**src/rtl/unstripe_lane_ctrl_if.sv**
```systemverilog
// ---------------------------------------------------------------------------
// unstripe_lane_ctrl_if
// Bundles the two striped receive lanes and the un-striped output side of
// unstripe_lane_ctrl.
//   lane_0/valid_0, lane_1/valid_1 : per-lane receive bytes and qualifiers
//   data_out/valid_out            : rebuilt byte stream
//   aligned, sel                  : alignment status, next lane to pop
//   err_skew, err_ovf             : sticky error flags
// master : the side that drives the lanes and observes the results
// slave  : the controller itself
// ---------------------------------------------------------------------------
interface unstripe_lane_ctrl_if;
  logic [7:0] lane_0;
  logic       valid_0;
  logic [7:0] lane_1;
  logic       valid_1;
  logic [7:0] data_out;
  logic       valid_out;
  logic       aligned;
  logic       sel;
  logic       err_skew;
  logic       err_ovf;

  modport master (
    output lane_0, valid_0, lane_1, valid_1,
    input  data_out, valid_out, aligned, sel, err_skew, err_ovf
  );

  modport slave (
    input  lane_0, valid_0, lane_1, valid_1,
    output data_out, valid_out, aligned, sel, err_skew, err_ovf
  );
endinterface

```
**src/rtl/unstripe_lane_ctrl.sv**
```systemverilog
// ---------------------------------------------------------------------------
// unstripe_lane_ctrl
// Two-lane receive controller. Hunts for the COM marker on each lane, buffers
// each locked lane in a small FIFO, tolerates up to MAX_SKEW cycles between
// the two lane locks, then pops the lanes alternately (lane 0 first) to
// rebuild the original byte stream.
// Ports:
//   clk_2f : sole clock, rising edge
//   reset  : asynchronous, active-low
//   bus    : unstripe_lane_ctrl_if.slave (lane inputs, un-striped outputs,
//            aligned / sel status, sticky err_skew / err_ovf)
// ---------------------------------------------------------------------------
module unstripe_lane_ctrl #(
  parameter int unsigned DEPTH    = 4,
  parameter logic [7:0]  COM      = 8'hBC,
  parameter int unsigned MAX_SKEW = 3
) (
  input logic                 clk_2f,
  input logic                 reset,
  unstripe_lane_ctrl_if.slave bus
);

  localparam int unsigned AW = $clog2(DEPTH);
  localparam int unsigned CW = AW + 1;
  localparam int unsigned SW = (MAX_SKEW > 1) ? $clog2(MAX_SKEW) : 1;
  localparam logic [SW-1:0] SKEW_LAST = SW'(MAX_SKEW - 1);

  typedef enum logic [1:0] {
    HUNT   = 2'd0,
    DESKEW = 2'd1,
    RUN    = 2'd2
  } state_t;

  state_t          state_q, state_d;
  logic [1:0]      lock_q, lock_d;
  logic [SW-1:0]   skew_q, skew_d;

  logic [7:0]      lane_data [2];
  logic [1:0]      lane_valid;
  logic [1:0]      is_com, wr_en, pop, empty, full;
  logic            ovf, skew_err, flush;

  logic [7:0]      mem_q    [2][DEPTH];
  logic [AW-1:0]   wr_ptr_q [2];
  logic [AW-1:0]   rd_ptr_q [2];
  logic [CW-1:0]   cnt_q    [2];

  logic [7:0]      data_out_q;
  logic            valid_out_q, sel_q, err_skew_q, err_ovf_q;

  assign lane_data[0] = bus.lane_0;
  assign lane_data[1] = bus.lane_1;
  assign lane_valid   = {bus.valid_1, bus.valid_0};

  // Per-lane write / pop qualification. A write is only accepted on a locked
  // lane and never for a COM byte; a pop only ever targets the lane at sel.
  always_comb begin
    // NOTE: every combinational output gets a default first so no path
    // through the block leaves a variable unassigned (which would infer a latch).
    is_com = '0;
    wr_en  = '0;
    empty  = '0;
    full   = '0;
    pop    = '0;
    for (int i = 0; i < 2; i++) begin
      is_com[i] = lane_valid[i] && (lane_data[i] == COM);
      wr_en[i]  = lane_valid[i] && (lane_data[i] != COM) && lock_q[i];
      empty[i]  = (cnt_q[i] == '0);
      full[i]   = (cnt_q[i] == CW'(DEPTH));
    end
    if ((state_q == RUN) && !empty[sel_q]) pop[sel_q] = 1'b1;
    // A pop in the same cycle frees the slot, so full+write+pop is legal.
    ovf = |(wr_en & full & ~pop);
  end

  // Alignment state machine.
  always_comb begin
    state_d  = state_q;
    lock_d   = lock_q;
    skew_d   = skew_q;
    skew_err = 1'b0;
    flush    = 1'b0;
    case (state_q)
      HUNT: begin
        lock_d = is_com;
        skew_d = '0;
        if (&is_com)      state_d = RUN;
        else if (|is_com) state_d = DESKEW;
      end
      DESKEW: begin
        if (|(is_com & ~lock_q)) begin
          lock_d  = 2'b11;
          state_d = RUN;
        end else if (skew_q == SKEW_LAST) begin
          // This cycle would bring the wait to MAX_SKEW: give up and re-hunt.
          skew_err = 1'b1;
          flush    = 1'b1;
        end else begin
          skew_d = skew_q + SW'(1);
        end
      end
      RUN: ;
      default: state_d = HUNT;
    endcase
    if (ovf) flush = 1'b1;
    if (flush) begin
      state_d = HUNT;
      lock_d  = '0;
      skew_d  = '0;
    end
  end

  always_ff @(posedge clk_2f or negedge reset) begin
    if (!reset) begin
      // NOTE: sequential state uses non-blocking assignments so every
      // register samples the pre-edge values of the others.
      state_q    <= HUNT;
      lock_q     <= '0;
      skew_q     <= '0;
      err_skew_q <= 1'b0;
      err_ovf_q  <= 1'b0;
    end else begin
      state_q    <= state_d;
      lock_q     <= lock_d;
      skew_q     <= skew_d;
      err_skew_q <= err_skew_q | skew_err;
      err_ovf_q  <= err_ovf_q | ovf;
    end
  end

  // FIFO bookkeeping: pointers and occupancy are reset/flushed, storage is not.
  always_ff @(posedge clk_2f or negedge reset) begin
    if (!reset) begin
      for (int i = 0; i < 2; i++) begin
        wr_ptr_q[i] <= '0;
        rd_ptr_q[i] <= '0;
        cnt_q[i]    <= '0;
      end
    end else if (flush) begin
      for (int i = 0; i < 2; i++) begin
        wr_ptr_q[i] <= '0;
        rd_ptr_q[i] <= '0;
        cnt_q[i]    <= '0;
      end
    end else begin
      for (int i = 0; i < 2; i++) begin
        if (wr_en[i]) wr_ptr_q[i] <= wr_ptr_q[i] + AW'(1);
        if (pop[i])   rd_ptr_q[i] <= rd_ptr_q[i] + AW'(1);
        cnt_q[i] <= cnt_q[i] + CW'(wr_en[i]) - CW'(pop[i]);
      end
    end
  end

  // NOTE: FIFO storage has no reset; the occupancy counter guarantees a slot
  // is only read after it has been written, so clearing it buys nothing.
  always_ff @(posedge clk_2f) begin
    for (int i = 0; i < 2; i++) begin
      if (wr_en[i] && !flush) mem_q[i][wr_ptr_q[i]] <= lane_data[i];
    end
  end

  // Registered output stage.
  always_ff @(posedge clk_2f or negedge reset) begin
    if (!reset) begin
      data_out_q  <= '0;
      valid_out_q <= 1'b0;
      sel_q       <= 1'b0;
    end else if (flush) begin
      valid_out_q <= 1'b0;
      sel_q       <= 1'b0;
    end else if (|pop) begin
      data_out_q  <= mem_q[sel_q][rd_ptr_q[sel_q]];
      valid_out_q <= 1'b1;
      sel_q       <= ~sel_q;
    end else begin
      valid_out_q <= 1'b0;
    end
  end

  assign bus.data_out  = data_out_q;
  assign bus.valid_out = valid_out_q;
  assign bus.aligned   = (state_q == RUN);
  assign bus.sel       = sel_q;
  assign bus.err_skew  = err_skew_q;
  assign bus.err_ovf   = err_ovf_q;

endmodule
```
**src/flat_wrapper.sv**
```systemverilog
// flat-port wrapper written by rule: the top's interface ports become plain ports
module unstripe_lane_ctrl_flat 
#(
  parameter int unsigned DEPTH    = 4,
  parameter logic [7:0]  COM      = 8'hBC,
  parameter int unsigned MAX_SKEW = 3
)
  (clk_2f, reset, bus_lane_0, bus_valid_0, bus_lane_1, bus_valid_1, bus_data_out, bus_valid_out, bus_aligned, bus_sel, bus_err_skew, bus_err_ovf);
  unstripe_lane_ctrl_if bus_i ();
  input logic clk_2f;
  input logic reset;
  input wire logic [$bits(bus_i.lane_0)-1:0] bus_lane_0;
  input wire logic [$bits(bus_i.valid_0)-1:0] bus_valid_0;
  input wire logic [$bits(bus_i.lane_1)-1:0] bus_lane_1;
  input wire logic [$bits(bus_i.valid_1)-1:0] bus_valid_1;
  output wire logic [$bits(bus_i.data_out)-1:0] bus_data_out;
  output wire logic [$bits(bus_i.valid_out)-1:0] bus_valid_out;
  output wire logic [$bits(bus_i.aligned)-1:0] bus_aligned;
  output wire logic [$bits(bus_i.sel)-1:0] bus_sel;
  output wire logic [$bits(bus_i.err_skew)-1:0] bus_err_skew;
  output wire logic [$bits(bus_i.err_ovf)-1:0] bus_err_ovf;
  assign bus_i.lane_0 = bus_lane_0;
  assign bus_i.valid_0 = bus_valid_0;
  assign bus_i.lane_1 = bus_lane_1;
  assign bus_i.valid_1 = bus_valid_1;
  assign bus_data_out = bus_i.data_out;
  assign bus_valid_out = bus_i.valid_out;
  assign bus_aligned = bus_i.aligned;
  assign bus_sel = bus_i.sel;
  assign bus_err_skew = bus_i.err_skew;
  assign bus_err_ovf = bus_i.err_ovf;
  unstripe_lane_ctrl #(.DEPTH(DEPTH), .COM(COM), .MAX_SKEW(MAX_SKEW)) u_core (.clk_2f(clk_2f), .reset(reset), .bus(bus_i));
endmodule
```
**config.mk**
```make
export PLATFORM = sky130hd
export DESIGN_NAME = unstripe_lane_ctrl_flat
export DESIGN_NICKNAME = d
export VERILOG_FILES = /design/src/rtl/unstripe_lane_ctrl_if.sv /design/src/rtl/unstripe_lane_ctrl.sv /design/src/flat_wrapper.sv
export SDC_FILE = /design/constraint.sdc
export NUM_CORES = 1
export LEC_CHECK = 0
export CAP_MARGIN = 20
export CORE_UTILIZATION = 51
export CTS_CLUSTER_DIAMETER = 60
export DETAILED_ROUTE_END_ITERATION = 6
export GPL_TIMING_DRIVEN = 0
export PLACE_DENSITY = 0.74
export SYNTH_ARGS = -nofsm -noshare
export SYNTH_HDL_FRONTEND = slang
export SYNTH_SLANG_ARGS = --single-unit
```
**constraint.sdc**
```tcl
create_clock -name clk_2f -period 2.57 [get_ports clk_2f]
set_clock_uncertainty 0.15 [all_clocks]
set_input_delay 0.514 -clock clk_2f [delete_from_list [all_inputs] [get_ports clk_2f]]
set_output_delay 0.514 -clock clk_2f [all_outputs]
set_load 0.01 [all_outputs]
```
Word-level counts from Yosys, hierarchy flattened:

Memory sizes are Yosys's and may differ from the RTL's.
Index checks and enable logic that the tools add are counted.

* memory bits (writable): 64
* output and inout bits: 13
* memories kept: 1
* bits in registers: 32
* word-level logic and storage cells: 137

* bitwise gates (word level): 13
* add/subtract/negate cells: 9
* eq/ne operators: 14
* order comparisons: 8
* reductions and logical operators: 32
* muxes and demuxes: 46

Memory list
* u_core.mem_q: depth 2, bits a word 32, read ports 1, clocked after Yosys merged registers in 0, wr ports 2, RTL line unstripe_lane_ctrl.sv:43 `logic [7:0] mem_q [2][DEPTH];`

Operator list (number)
* $mux W32: 2
* $mux W2: 17
* $demux W8 S2: 2
* $mux W8: 4
* $bmux W8 S2: 1
* $eq A8 B8 Y1 const B: 2
* $ne A8 B8 Y1 const B: 2
* $mux W1: 13
* $logic_and A1 B1 Y1: 12
* $add A2 B1 Y2 const B: 5
* $reduce_bool A2 Y1: 5
* $ge A3 B3 Y1 const B: 3
* $not A2 Y3: 3
* $mux W4: 2
* $pmux W2 S2: 2
* $reduce_or A2 Y1: 4
* $add A3 B1 Y3: 2
* $and A2 B2 Y2: 3
* $eq A3 B3 Y1 const B: 2
* $logic_not A3 Y1: 2
* $lt A3 B1 Y1 const B: 2
* $mux W6: 1
* $ne A3 B2 Y1 const B: 2
* $pmux W2 S3: 1
* 19 further kinds: 28

Longest topological paths before layout:

Gate-level depths: netlist (run 1).

* depth in word-level cells: 14
* depth in mapped cells: 11
* depth with buffers taken out: 11

Least setup slack after synthesis (run 1):

No wires, ideal clock.

* path kind: reg-to-reg
* from: register u_core.sel_q, in the netlist u_core.bus.sel
* to: register u_core.cnt_q[5] (netlist bit)
* arrival time: 2.417 ns
* cell stages (with the launch flop): 12
* setup slack: -0.119 ns
* data required time: 2.299 ns
* clock period less this slack: 2.689 ns
* setup time: 0.121 ns
* cell sequence: dfrtp_1 -> buf_4 -> clkbuf_1 -> nor3_1 -> ha_1 -> inv_1 -> ha_1 -> inv_1 -> fa_1 -> xor2_1 -> xnor2_1 -> nor2_1

* word-level cells in the longest chain between the ends: 10
* elaborated cells on any way between the ends: 16
* classes of those cells: add/sub (1); order compare (2); mux (7); bitwise (2); reduce/logical (4)

RTL lines
* start: declaration: RTL line unstripe_lane_ctrl.sv:49 `logic valid_out_q, sel_q, err_skew_q, err_ovf_q;`
* start signal: assignment: RTL line unstripe_lane_ctrl.sv:174 `sel_q <= ~sel_q;`
* $lt A1 B2 Y1 (implied by the code), or another cell as far along: RTL line unstripe_lane_ctrl.sv:71 `if ((state_q == RUN) && !empty[sel_q]) pop[sel_q] = 1'b1;`
* $logic_and A1 B1 Y1 (implied by the code) or $mux W1 (tied branches): RTL line unstripe_lane_ctrl.sv:71
* $mux W1 (implied by the code) or $logic_not A1 Y1 (tied branches): RTL line unstripe_lane_ctrl.sv:71
* $demux W1 S1 or $logic_and A1 B1 Y1 (tied branches)
* $mux W2 (*): RTL line unstripe_lane_ctrl.sv:71
* branches (longest 4 deep; another with $sub A3 B1 Y3)
* $mux W6 (*): RTL line unstripe_lane_ctrl.sv:139 `end else if (flush) begin`
* end signal: indexed assignment: RTL line unstripe_lane_ctrl.sv:149 `cnt_q[i] <= cnt_q[i] + CW'(wr_en[i]) - CW'(pop[i]);`
* end: declaration: RTL line unstripe_lane_ctrl.sv:46 `logic [CW-1:0] cnt_q [2];`

Mark *: on every way between the ends. The select of a mux whose other input is x is not followed.
A chain may end at the register's enable or synchronous reset.

Final worst setup path (run 1):

* from: input bus_lane_0[5]
* to: register u_core.cnt_q[5] (netlist bit)

* word-level cells in the longest chain between the ends: 8
* elaborated cells on any way between the ends: 16
* classes of those cells: add/sub (2); eq/ne (2); mux (4); bitwise (3); reduce/logical (5)

RTL lines
* start: declaration: RTL line flat_wrapper.sv:12 `input wire logic [$bits(bus_i.lane_0)-1:0] bus_lane_0;`
* branches (longest 7 deep; another with $add A3 B1 Y3)
* $mux W6 (*): RTL line unstripe_lane_ctrl.sv:139

Mark *: on every way between the ends.

==> run metrics, run 1 <==
final hold slack=between 0.05 and 0.06 ns; DR vias/cell=approximately 5.4; Register Area=between 2000 and 3000 sq um; Worst Reg-to-Reg Cells=6; CTS sink count=96; count leader, synth=edfxtp_1; fraction of layout cells with a size suffix above 1=approximately 28%; min Tclk post-route=about 2.5 ns; worst slew pin tran=about 0.74 ns; Synth area leaders=edfxtp_1, dfrtp_1, mux4_2; first-pass GRT wire length=12,000 um; latest clock arrival within the worst-skew pair=around 0.37 ns; Num CTS Buffers=9; Worst setup startpoint=bus_lane_0[5]; #FFs+latches synth=96; post-synth top area share=between 40 and 50%; Post-synth EDFFs=between 60 and 70; fillcell total=around 610; Post-Layout Cell Count=around 430; vias post-DR=approximately 2,300; dpl hpwl=5160 um; Root Driver=clkbuf_8; Die W=93.5 um; f_max=between 0.4 and 0.5 GHz; Worst EP arrival=2.60 ns; Avg Inst Size Synth=between 15 and 20 sq um; max cap viols=0; fin util=61.9%; Mapped Nets=300; Power Density=907 nW/um^2; cell count after placement=between 400 and 500; top cells by count, synth=edfxtp_1, dfrtp_1, nor2_1; Max-slew headroom=between 50% and 60%; Die Span Y=~93 um; Critical Path RT=2.67 ns; initial antenna violation count=0; Max Slew Vio Count=0; final wirelength=~7500 um; 1st-pass router iterations=4; diode count=0; status=complete, no violations; Starting Density=~52%; H-tree levels=3; gr usage total=about a fifth; GRT overflow=0; DRC Markers=0; kind of critical path=in2reg; DR iter-0 viols=68; post-DR wirelength/cell=~17 um; Area Growth Syn to Fin=18.6%; RSZ-0062 raised after global routing=true; overall power=4590 uW; async set-or-reset flop fraction in the synthesized netlist=approximately a third; CTS tree=built; Post-DRT Antenna Nets=0; Port Buf Inserts=32; Top FF cell, synth=edfxtp_1; clock-pin slew on the worst setup and hold paths=around 0.10 ns; largest net degree at the start of global routing=33; multi-input logic area=1520 sq um; Hold WC Path Type=in2async; die area=around 8700 sq um; Leak Pwr=about 0.002 uW; Final setup viols=0; Max VDD drop=549 uV; Synthesis Warnings=0; final-stage net count=approximately 350; sequential fraction of the synthesis area=between 60 and 70%; Synth cell types=49; R2R setup slack=0.14 ns; CP endpoint=u_core.cnt_q[5]; cell row count=33; Tcrit/Tclk final=97.2%; vias in the first global route=about 2,400; reg2reg start=u_core.bus.sel; synthesized area=around 4300 sq um; Yosys top cell by area=edfxtp_1; Core Area=about 8200 sq um; maximum clock path buffer count=2; reg-to-reg endpoint=u_core.bus.data_out[4]; endpoints failing hold=0; Startpoint Class=input port; Placer Congestion=between 0.7 and 0.8; I/O pins=33; # hold bufs at CTS=0; Cells after Synth=approximately 270; Crit Path Max Fanout=5; crit end category=flip-flop
[state kept, by name (all words and copies together), names as in the netlist]
| register | count |
|---|---|
| u_core.rd_ptr_q | 4 |
| u_core.cnt_q | 6 |
| u_core.bus.sel | 1 |
| u_core.state_q | 2 |
| u_core.bus.data_out | 8 |
| u_core.skew_q | 2 |
| u_core.bus.valid_out | 1 |
| u_core.bus.err_ovf | 1 |
| u_core.bus.err_skew | 1 |
| u_core.mem_q | 64 |
| u_core.wr_ptr_q | 4 |
| u_core.lock_q | 2 |
[metrics by stage]
step	setup slack [ns]	instance area [sq um]	setup TNS, ns
after floorplan	0.0167	4280	0
after global placement	-0.828	4730	-59.89
after detailed placement	-0.888	4730	-64.98
after CTS	0.00456	5010	0
after global routing	-0.0617	5060	-0.0617
final	0.0707	5060	0
[layout make-up]
type / instances / share of cell area [%]
Clock inverter: 7 / 1.21
Sequential cell: 96 / 53.8
Tap cell: 105 / 2.60
Multi-Input combinational cell: 146 / 30.1
Inverter: 16 / 1.19
Clock buffer: 9 / 2.45
Buffer: 7 / 0.915
Timing Repair Buffer: 42 / 7.74
[layout by cell type (no fill, tap or decap), types with 6 or more instances in the layout]
cell / Yosys / layout
a21oi_1: 7 / 7
dfrtp_1: 32 / 31
edfxtp_1: 64 / 64
buf_4: 1 / 11
dlymetal6s2s_1: 0 / 6
clkbuf_8: 0 / 9
ha_1: 13 / 13
mux2_2: 15 / 15
inv_1: 16 / 16
clkdlybuf4s50_1: 0 / 14
nor2_1: 19 / 19
mux4_2: 15 / 15
and3_4: 0 / 8
xnor2_1: 7 / 7
dlygate4sd2_1: 0 / 11
[layer usage]
| metal | vias up | share of wire, % | global-route usage (%) |
|---|---|---|---|
| li1 | 1106 | - | - |
| met1 | 1159 | 45 | 24.0 |
| met2 | 39 | 50 | 31.5 |
| met3 | 11 | 3.4 | 4.15 |
| met4 | 0 | 1.6 | 8.08 |
| met5 | - | 0 | 0 |
[worst max-delay path: stages]
cell	delay, ns
dlygate4sd2_1	0.30
and4b_2	0.29
a21oi_4	0.20
inv_1	0.06
ha_1	0.28
inv_1	0.06
ha_1	0.13
inv_1	0.05
fa_2	0.35
xor2_1	0.16
xnor2_1	0.15
nor2_1	0.05
[worst min path at each step]
stage                              to  cells after the start
2_1_floorplan  u_core.bus.data_out[0]                      0
3_3_place_gp       u_core.bus.err_ovf                      1
3_5_place_dp       u_core.bus.err_ovf                      1
4_1_cts          u_core.bus.valid_out                      1
5_1_grt          u_core.bus.valid_out                      1
6_report         u_core.bus.valid_out                      1
[report_power, final]
group	leakage, uW	switching, uW	internal, uW
clock network	0.0000961	564	374
logic	0.000920	746	946
registers	0.000952	119	1840
total	0.00197	1430	3160
[cells by family (layout without fill, tap and decap cells)]
kind of cell	after synthesis	count (layout)	share of synthesized area [%]
DFF	96	96	63.8
adders and majority gates	15	15	4.75
muxes	33	33	13.1
buffers and inverters	23	81	2.40
xor gates and xnor gates	11	11	2.26
AOI/OAI and AO/OA	26	26	5.07
and+or+nand+nor	61	61	8.65
[what timing repair did]
item	in CTS	in global routing
gates resized for setup	32	12
setup buffers	8	2
setup endpoints to repair	68	68
pin swaps	6	2
No activity file was read; power rests on OpenSTA's default activity.
==> run 2, diff against run 1 <==
- CORE_ASPECT_RATIO: unset -> 0.75
- CORE_UTILIZATION: 51 -> 40
- PLACE_DENSITY: 0.74 -> unset
- clock period: 2.57 -> 2.1 ns (I/O delays scaled with it)
==> run metrics, run 2 (synthesis results as in run 1) <==
initial antenna violation count=0 (unchanged); cell row count=32 (-3.0%); maximum clock path buffer count=2 (unchanged); commonest non-fill, non-tap cell in the layout=edfxtp_1; max FFs per register=64 (unchanged); dpl ws=-1.12 ns (-0.234 ns); latest clock arrival within the worst-skew pair=0.34 ns (-0.03 ns); Startpoint Class=flip-flop; Post-Layout Cell Count=476 (+11%); dpl hpwl=5520 um (+6.9%); Area Growth Syn to Fin=28.8%; die area=11,100 sq um (+27%); cell count after placement=433 (+7.7%); Final TNS setup=-4.68 ns (-4.68 ns); Placer Congestion=0.730 (-5.0%); Port Buf Inserts=32 (unchanged); Leak Pwr=0.00210 uW (+6.6%); worst slew pin tran=0.768 ns (+0.0285 ns); Critical Path RT=2.18 ns (-0.49 ns); Worst EP arrival=2.39 ns (-0.21 ns); min Tclk post-route=between 2 and 2.5 ns; final-stage net count=371 (+5.1%); Worst Reg-to-Reg Cells=11 (+5); vias in the first global route=2,516 (+3.8%); Worst Slack Setup Final=-0.208 ns (-0.278 ns); Worst setup startpoint=u_core.bus.sel; CTS sink count=96 (unchanged); clock-pin slew on the worst setup and hold paths=0.07 ns (-0.03 ns); 1st-pass router iterations=4 (unchanged); crit end category=flip-flop; worst-path cell chain=buf_6 -> clkbuf_16 -> nor3_4 -> ha_1 -> inv_1 -> ha_2 -> inv_2 -> fa_2 -> xor2_1 -> xnor2_1 -> nor2_1; CTS tree=built; reg2reg start=u_core.bus.sel; Crit Path Max Fanout=3 (-2); diode count=0 (unchanged); # hold bufs at CTS=0 (unchanged); largest net degree at the start of global routing=33 (unchanged); Root Driver=clkbuf_16; Post-DRT Antenna Nets=0 (unchanged); f_max=between 0.4 and 0.5 GHz; endpoints failing hold=7 (+7); Hold WC Path Type=in2async; Core Area=10,300 sq um (+26%); Max Slew Vio Count=0 (unchanged); DRC Markers=0 (unchanged); DR iter-0 viols=171 (+150%); most frequent cells in the layout=edfxtp_1, dfrtp_1, buf_4; Num CTS Buffers=9 (unchanged); I/O pins=33 (unchanged); overall power=6740 uW (+47%); Max-slew headroom=48.8% (-1.9 points); final wirelength=8680 um (+16%); final hold slack=-0.0135 ns (-0.0688 ns); first-pass GRT wire length=14,000 um (+17%); DR vias/cell=5.10 (-5.7%); Max VDD drop=570 uV (+3.8%); Tcrit/Tclk final=110%; failing checks=hold timing, setup timing; CP peak stage delay=0.39 ns (+0.04 ns); Die W=121 um (+30%); critical path's slowest cell=dfrtp_1; post-DR wirelength/cell=18.2 um (+4.7%); status=complete, but fails checks; kind of critical path=reg2reg; GRT overflow=0 (unchanged); Starting Density=41.3% (-11 points); Die Span Y=91.5 um (-2.2%); RSZ-0062 raised after global routing=true; vias post-DR=2,429 (+4.9%); fraction of layout cells with a size suffix above 1=40.9% (+12 points); Power Density=1230 nW/um^2 (+35%); Final setup viols=76 (+76); max cap viols=0 (unchanged); gr usage total=17.5% (-1.5 points); H-tree levels=3 (unchanged)
[run 2: per-layer routing]
metal / wire [um] / GRT usage (%) / part of all wire (%)
met3: 291 / 4.33 / 3.4
met2: 3980 / 26.6 / 46
met5: 0 / 0 / 0
met1: 4260 / 24.4 / 49
met4: 152 / 5.66 / 1.8
[run 2: worst paths after layout]
check                                    endpoint  slack (ns)
max                               u_core.cnt_q[5]       -0.21
max in group asynchronous         u_core.cnt_q[4]        1.26
min in group clk_2f           u_core.mem_q[0][25]        0.16
min reg2reg                    u_core.bus.err_ovf        0.32
max reg2reg                       u_core.cnt_q[5]       -0.21
min                        u_core.bus.data_out[2]       -0.01
[run 2: layout make-up]
type,count,area (sq um)
Sequential cell,96,2730
Timing Repair Buffer,59,514
Fill cell,851,4830
Clock buffer,9,225
Inverter,16,60.1
Buffer,7,76.3
Tap cell,136,170
Clock inverter,6,68.8
Multi-Input combinational cell,147,1660
[run 2: where the power goes]
part           internal (uW)  total, uW  leakage (uW)  switching [uW]
clock network            926       1630      0.000148             703
registers               2260       2440      0.000947             189
logic                   1560       2660       0.00100            1100
total                   4740       6740       0.00210            1990
[run 2: what timing repair did]
action                     CTS  global route
pin swaps                   19            17
setup endpoints to repair   95            84
resized for setup           82            23
buffers inserted            24             5
gates cloned                 2             0
[run 2: critical path, delay by kind of cell (launching register included)]
family / cells / cell delay (ns)
fa+ha+maj: 3 / 0.76
flops: 1 / 0.39
buf+inv: 4 / 0.37
xor+xnor: 2 / 0.32
simple gates: 2 / 0.20
[run 2: through the flow]
step                      hold slack, ns  utilization, %  instance area, sq um
after floorplan                  -0.0256               -                  4340
after global placement             0.299            46.8                  4830
after detailed placement           0.304            46.7                  4830
after CTS                         0.0206            53.1                  5490
after global routing              0.0557            53.2                  5500
final                            -0.0135            53.2                  5500
==> edit 1: new RTL, config.mk and constraints of run 2 <==
`MAX_SKEW` is set to 3 in 2 places; all go to 2.
--- a/src/rtl/unstripe_lane_ctrl.sv
+++ b/src/rtl/unstripe_lane_ctrl.sv
@@ -13,7 +13,7 @@
 module unstripe_lane_ctrl #(
   parameter int unsigned DEPTH    = 4,
   parameter logic [7:0]  COM      = 8'hBC,
-  parameter int unsigned MAX_SKEW = 3
+  parameter int unsigned MAX_SKEW = 2
 ) (
   input logic                 clk_2f,
   input logic                 reset,
--- a/src/flat_wrapper.sv
+++ b/src/flat_wrapper.sv
@@ -3,7 +3,7 @@
 #(
   parameter int unsigned DEPTH    = 4,
   parameter logic [7:0]  COM      = 8'hBC,
-  parameter int unsigned MAX_SKEW = 3
+  parameter int unsigned MAX_SKEW = 2
 )
   (clk_2f, reset, bus_lane_0, bus_valid_0, bus_lane_1, bus_valid_1, bus_data_out, bus_valid_out, bus_aligned, bus_sel, bus_err_skew, bus_err_ovf);
   unstripe_lane_ctrl_if bus_i ();
Check against the original RTL: not equivalent (Yosys sat finds a counterexample within 4 cycles, from zero or initial values and one cycle with reset low).
==> edit 1 against run 2 <==
The run still ends with negative hold slack, negative setup slack left. Sequential power fell by 7%. Count of clock-buffer cells in the layout rose by 1. Sequential share of layout area rose by 0.49 points. Sequential cell count fell by 1. Wire length rose by 0.60%. Non-clock buffer count rose by 3. Final cell count fell by 1.5%. Critical path depth rose by 1. Cell area fell by 2.0%. Worst setup slack improved by 0.045 ns. Synthesized area fell by 1.6%. Total power fell by 14%. Core utilization rose by 1.0 points. Clock power fell by 8%. Largest cell class unchanged. Highest routed layer unchanged.
==> edit 1: results (changes against run 2) <==
[finish]
drive_above_1_share = 0.407  ; -0.00230
num-nets-final = 366  ; -1.3%

[sta]
setup_slack_ns = -0.163  ; +0.0446 ns
hold_violations = 31  ; +24
fin_hold_ws_ns = -0.0214  ; -0.00790 ns
setup-violations-final = 60  ; -21%

[routing]
dr_wl_met3_um = 406  ; +40%
wl_met2_um = 3850  ; -3.2%
via_per_inst = 5.22  ; +2.3%
wl_met1_um = 4380  ; +2.7%
wirelength_um = 8740  ; +0.60%
drt-initial-drc-count = 192  ; +12%

[setup_path]
slowest_delay_ns = 0.37  ; -0.02 ns
path_max_fanout = 5  ; +2
crit_slowest_cell = fa_2
worstRegToRegCells = 10  ; -1
arrival_ns = 2.34  ; -0.05 ns

[synth]
synth_common_cells = edfxtp_1, dfrtp_1, nor2_1
async_flop_share = 0.326  ; -0.00702
synthesis.nets = 292  ; -2.7%
synth_top_area_frac = 0.458  ; +0.00752
synth.area.top_cells = edfxtp_1, dfrtp_1, mux4_1

[outcome]
status = finished with violations
violations = negative hold slack, negative setup slack

[global_route]
grt_pass1_wl_um = 13900  ; -1.1%
grt_pass1_vias = 2427  ; -3.5%
use_met1 = 0.259  ; +0.0151

[place]
routabilityCongestion = 0.744  ; +2.0%

[power]
leakage_nw = 2.12  ; +1.2%

-- edit 1: cell count changes after synthesis, moves of 2 or more --
cell      before  now
mux4_1         1    8
nand3_1        0    4
nor2_1        19   22
and4b_1        4    2
o22ai_1        2    0
buf_6          1    4
o21ai_0        5    2
nand4b_1       0    2
nand3_2        2    0
nand2_1        5    7
mux4_2        15    8
-- edit 1: path summary, 6_finish.rpt --
check                                    from                     end  slack [ns]
setup / recovery                bus_lane_0[4]         u_core.cnt_q[5]       -0.16
hold / removal                          reset  u_core.bus.data_out[2]       -0.02
setup reg to reg              u_core.cnt_q[5]         u_core.cnt_q[5]       -0.14
hold reg to reg            u_core.bus.err_ovf      u_core.bus.err_ovf        0.32
max in group asynchronous               reset         u_core.cnt_q[5]        1.33
min in group clk_2f             bus_lane_0[2]     u_core.mem_q[0][26]        0.16
-- edit 1: kinds of logic (layout without fill, tap and decap cells) --
family | count (synthesis) | count (layout) | share of synthesized area
mux | 34 | 34 | 0.142
xor+xnor | 10 | 10 | 0.0209
simple gates | 64 | 64 | 0.0850
flops | 95 | 95 | 0.643
compound gates | 20 | 20 | 0.0382
buf+inv | 21 | 100 | 0.0265
fa+ha+maj | 14 | 14 | 0.0453
-- edit 1: cell type report --
class	count	area, µm²
plain buffers	6	81.3
clock buffers	10	229
clock inverters	6	46.3
fillers	846	4540
inverters	15	58.8
multi-input cells	142	1590
flip-flops and latches	95	2700
well taps	132	165
repair buffers	63	522
-- edit 1: repair_timing --
item | in CTS | in global routing
buffers inserted | 21 | 7
pin swaps | 25 | 5
gates cloned | 1 | 1
endpoints found under the setup margin | 93 | 85
gates resized for setup | 116 | 13
-- edit 1: worst register-to-register path, delay by kind of cell (launching register included) --
| family | cells | cell delay, ns |
|---|---|---|
| buf+inv | 2 | 0.11 |
| fa+ha+maj | 3 | 0.78 |
| simple gates | 3 | 0.35 |
| xor+xnor | 2 | 0.28 |
| flops | 1 | 0.45 |
-- edit 1: per-stage QoR --
| stage | worst slack [ns] | instances | area (µm²) | TNS, ns |
|---|---|---|---|---|
| 3_3_place_gp | -1.14 | 422 | 4730 | -95.97 |
| 4_1_cts | -0.151 | 461 | 5260 | -3.29 |
| 5_1_grt | -0.241 | 469 | 5390 | -6.64 |
| 2_1_floorplan | -0.354 | 258 | 4250 | -5.31 |
| 3_5_place_dp | -1.17 | 423 | 4730 | -92.63 |
| 6_report | -0.163 | 469 | 5390 | -1.39 |
-- edit 1: power by group --
| group | internal (mW) | total (mW) | switching (mW) | leakage (nW) |
|---|---|---|---|---|
| sequential | 2.14 | 2.28 | 0.143 | 0.972 |
| combinational | 1.20 | 2.02 | 0.810 | 1.02 |
| clock | 0.809 | 1.50 | 0.695 | 0.129 |
==> edit 2: new RTL, config.mk and constraints of run 2 <==
Without the edit above. Reset style: synchronous (`reset`), changed in 3 clocked blocks. Comments in the files are not updated.
--- a/src/rtl/unstripe_lane_ctrl.sv
+++ b/src/rtl/unstripe_lane_ctrl.sv
@@ -110,7 +110,7 @@
     end
   end
 
-  always_ff @(posedge clk_2f or negedge reset) begin
+  always_ff @(posedge clk_2f) begin
     if (!reset) begin
       // NOTE: sequential state uses non-blocking assignments so every
       // register samples the pre-edge values of the others.
@@ -129,7 +129,7 @@
   end
 
   // FIFO bookkeeping: pointers and occupancy are reset/flushed, storage is not.
-  always_ff @(posedge clk_2f or negedge reset) begin
+  always_ff @(posedge clk_2f) begin
     if (!reset) begin
       for (int i = 0; i < 2; i++) begin
         wr_ptr_q[i] <= '0;
@@ -160,7 +160,7 @@
   end
 
   // Registered output stage.
-  always_ff @(posedge clk_2f or negedge reset) begin
+  always_ff @(posedge clk_2f) begin
     if (!reset) begin
       data_out_q  <= '0;
       valid_out_q <= 1'b0;
Formal check against the unedited RTL: differs if reset is asserted again (counterexample within 4 cycles, from zero or initial values and one cycle with reset low); with reset held inactive, the same outputs for 10 cycles.
==> edit 2 against run 2 <==
The run ends with negative setup slack left. Core utilization rose by 1.0 points. Worst setup slack got worse by 0.31 ns. Synthesized area fell by 0.21%. Worst hold slack improved by 0.33 ns. Wire length grew 1.9%. Cell area rose by 1.9%. Die area fell by 0.20%. Non-clock buffer count fell by 2. Sequential cell count increased by 1. Critical path type unchanged.
Power is not compared: it rests on default switching activity, and its combinational part moved more than twofold at a synthesized area within 25%.
==> edit 2: results (changes against run 2) <==
[sta]
maxSlewViolCount = 0  ; unchanged
setup_slack_ns = -0.517  ; -0.309 ns
setup-violations-final = 104  ; +37%
worst_pin_slew_ns = 0.617  ; -0.152 ns
tns_ns = -47.96  ; -43.27 ns

[power]
combinationalPowerShare = 0.059
swShare = 0.221
leakage_nw = 2.01

[worst_hold_path]
worstHoldStart = u_core.bus.data_out[1]
hold_path_depth = 2
holdCritPathClass = register to register

[finish]
drive_above_1_share = 0.351  ; -0.0578
finalNonFillerCells = 495  ; +4.0%
num-nets-final = 391  ; +5.4%
largest_reg_flops = 64  ; unchanged
n_antenna_cell = 0  ; unchanged

[setup_path]
crit_slowest_cell = or4b_4
slowest_delay_ns = 0.52  ; +0.13 ns
path_max_fanout = 8  ; +5
arrival_ns = 2.55  ; +0.16 ns
setup.worst_path.end = u_core.rd_ptr_q[0][0]
worstRegToRegCells = 8  ; -3
crit_start = u_core.cnt_q[0][2]

[place]
preCtsSetupSlack_ns = -1.25  ; -0.130 ns
dp_cells = 458  ; +5.8%
numPortBuffers = 31  ; -3.1%
dp_hpwl_um = 5750  ; +4.2%
routabilityCongestion = 0.711  ; -2.7%

[synth]
synth_area_per_cell_um2 = 14.9  ; -7.5%
async_flop_share = 0  ; -0.333
ys_seq_area_frac = 0.639  ; +0.00131
synth_enable_flop_cells = 78  ; +22%
synth.distinct_cells = 40  ; -18%
synth.area.top_cells = edfxtp_1, dfxtp_1, mux4_2
synth_common_cells = edfxtp_1, nand2_1, inv_1

[global_route]
grt_use_total = 0.176  ; +0.00104
grt_pass1_wl_um = 14100  ; +0.74%
grt_pass1_vias = 2714  ; +7.9%
grt_max_degree = 18  ; -45%

[clock_tree]
cts_root_buffer = clkbuf_16
h-tree-depth = 3  ; unchanged

[outcome]
status = finished with violations
violations = negative setup slack

[routing]
dr_total_vias = 2516  ; +3.6%
wl_per_cell_um = 17.9  ; -2.0%
dr.pass1.iters = 4  ; unchanged
drt-initial-drc-count = 194  ; +13%

## edit 2: cells by family after synthesis
logic type | count (synthesis) | synth area share
other | 1 | 0.000880
xor gates and xnor gates | 8 | 0.0165
adders and majority gates | 17 | 0.0535
and+or+nand+nor | 78 | 0.0978
AOI/OAI and AO/OA | 20 | 0.0355
buffers and inverters | 33 | 0.0320
muxes | 32 | 0.125
DFF | 97 | 0.639
## edit 2: critical path, delay by kind of cell (launching register included)
kind,cells,cell delay [ns]
simple gates,5,1.10
fa+ha+maj,1,0.19
buf+inv,1,0.17
flops,1,0.43
compound gates,1,0.31
## edit 2: final cells by class
type	count	area, µm²
well taps	136	170
fillers	848	4720
clock buffers	10	229
clock inverters	6	47.5
inverters	21	78.8
flip-flops and latches	97	2730
multi-input cells	161	1780
repair buffers	54	504
plain buffers	10	66.3
## edit 2: per-stage QoR
step | utilization | hold WS [ns] | cell area (µm²) | power (mW)
6_report | 0.543 | 0.313 | 5610 | 3.88
5_1_grt | 0.543 | 0.339 | 5610 | 4.02
4_1_cts | 0.535 | 0.318 | 5520 | 3.91
3_5_place_dp | 0.466 | 0.308 | 4820 | 2.32
3_3_place_gp | 0.466 | 0.293 | 4820 | 2.31
2_1_floorplan | - | 0.306 | 4340 | 2.24
## edit 2: layer usage
layer	share of wire	vias to the layer above	global-route usage
li1	-	1202	-
met4	0.018	0	0.0556
met3	0.035	13	0.0433
met5	0	-	0
met2	0.48	49	0.293
met1	0.47	1252	0.224
## edit 2: repair_timing
item,in CTS,in global routing
endpoints found under the setup margin,106,105
pin swaps,36,6
resized for setup,77,11
setup buffers,20,3
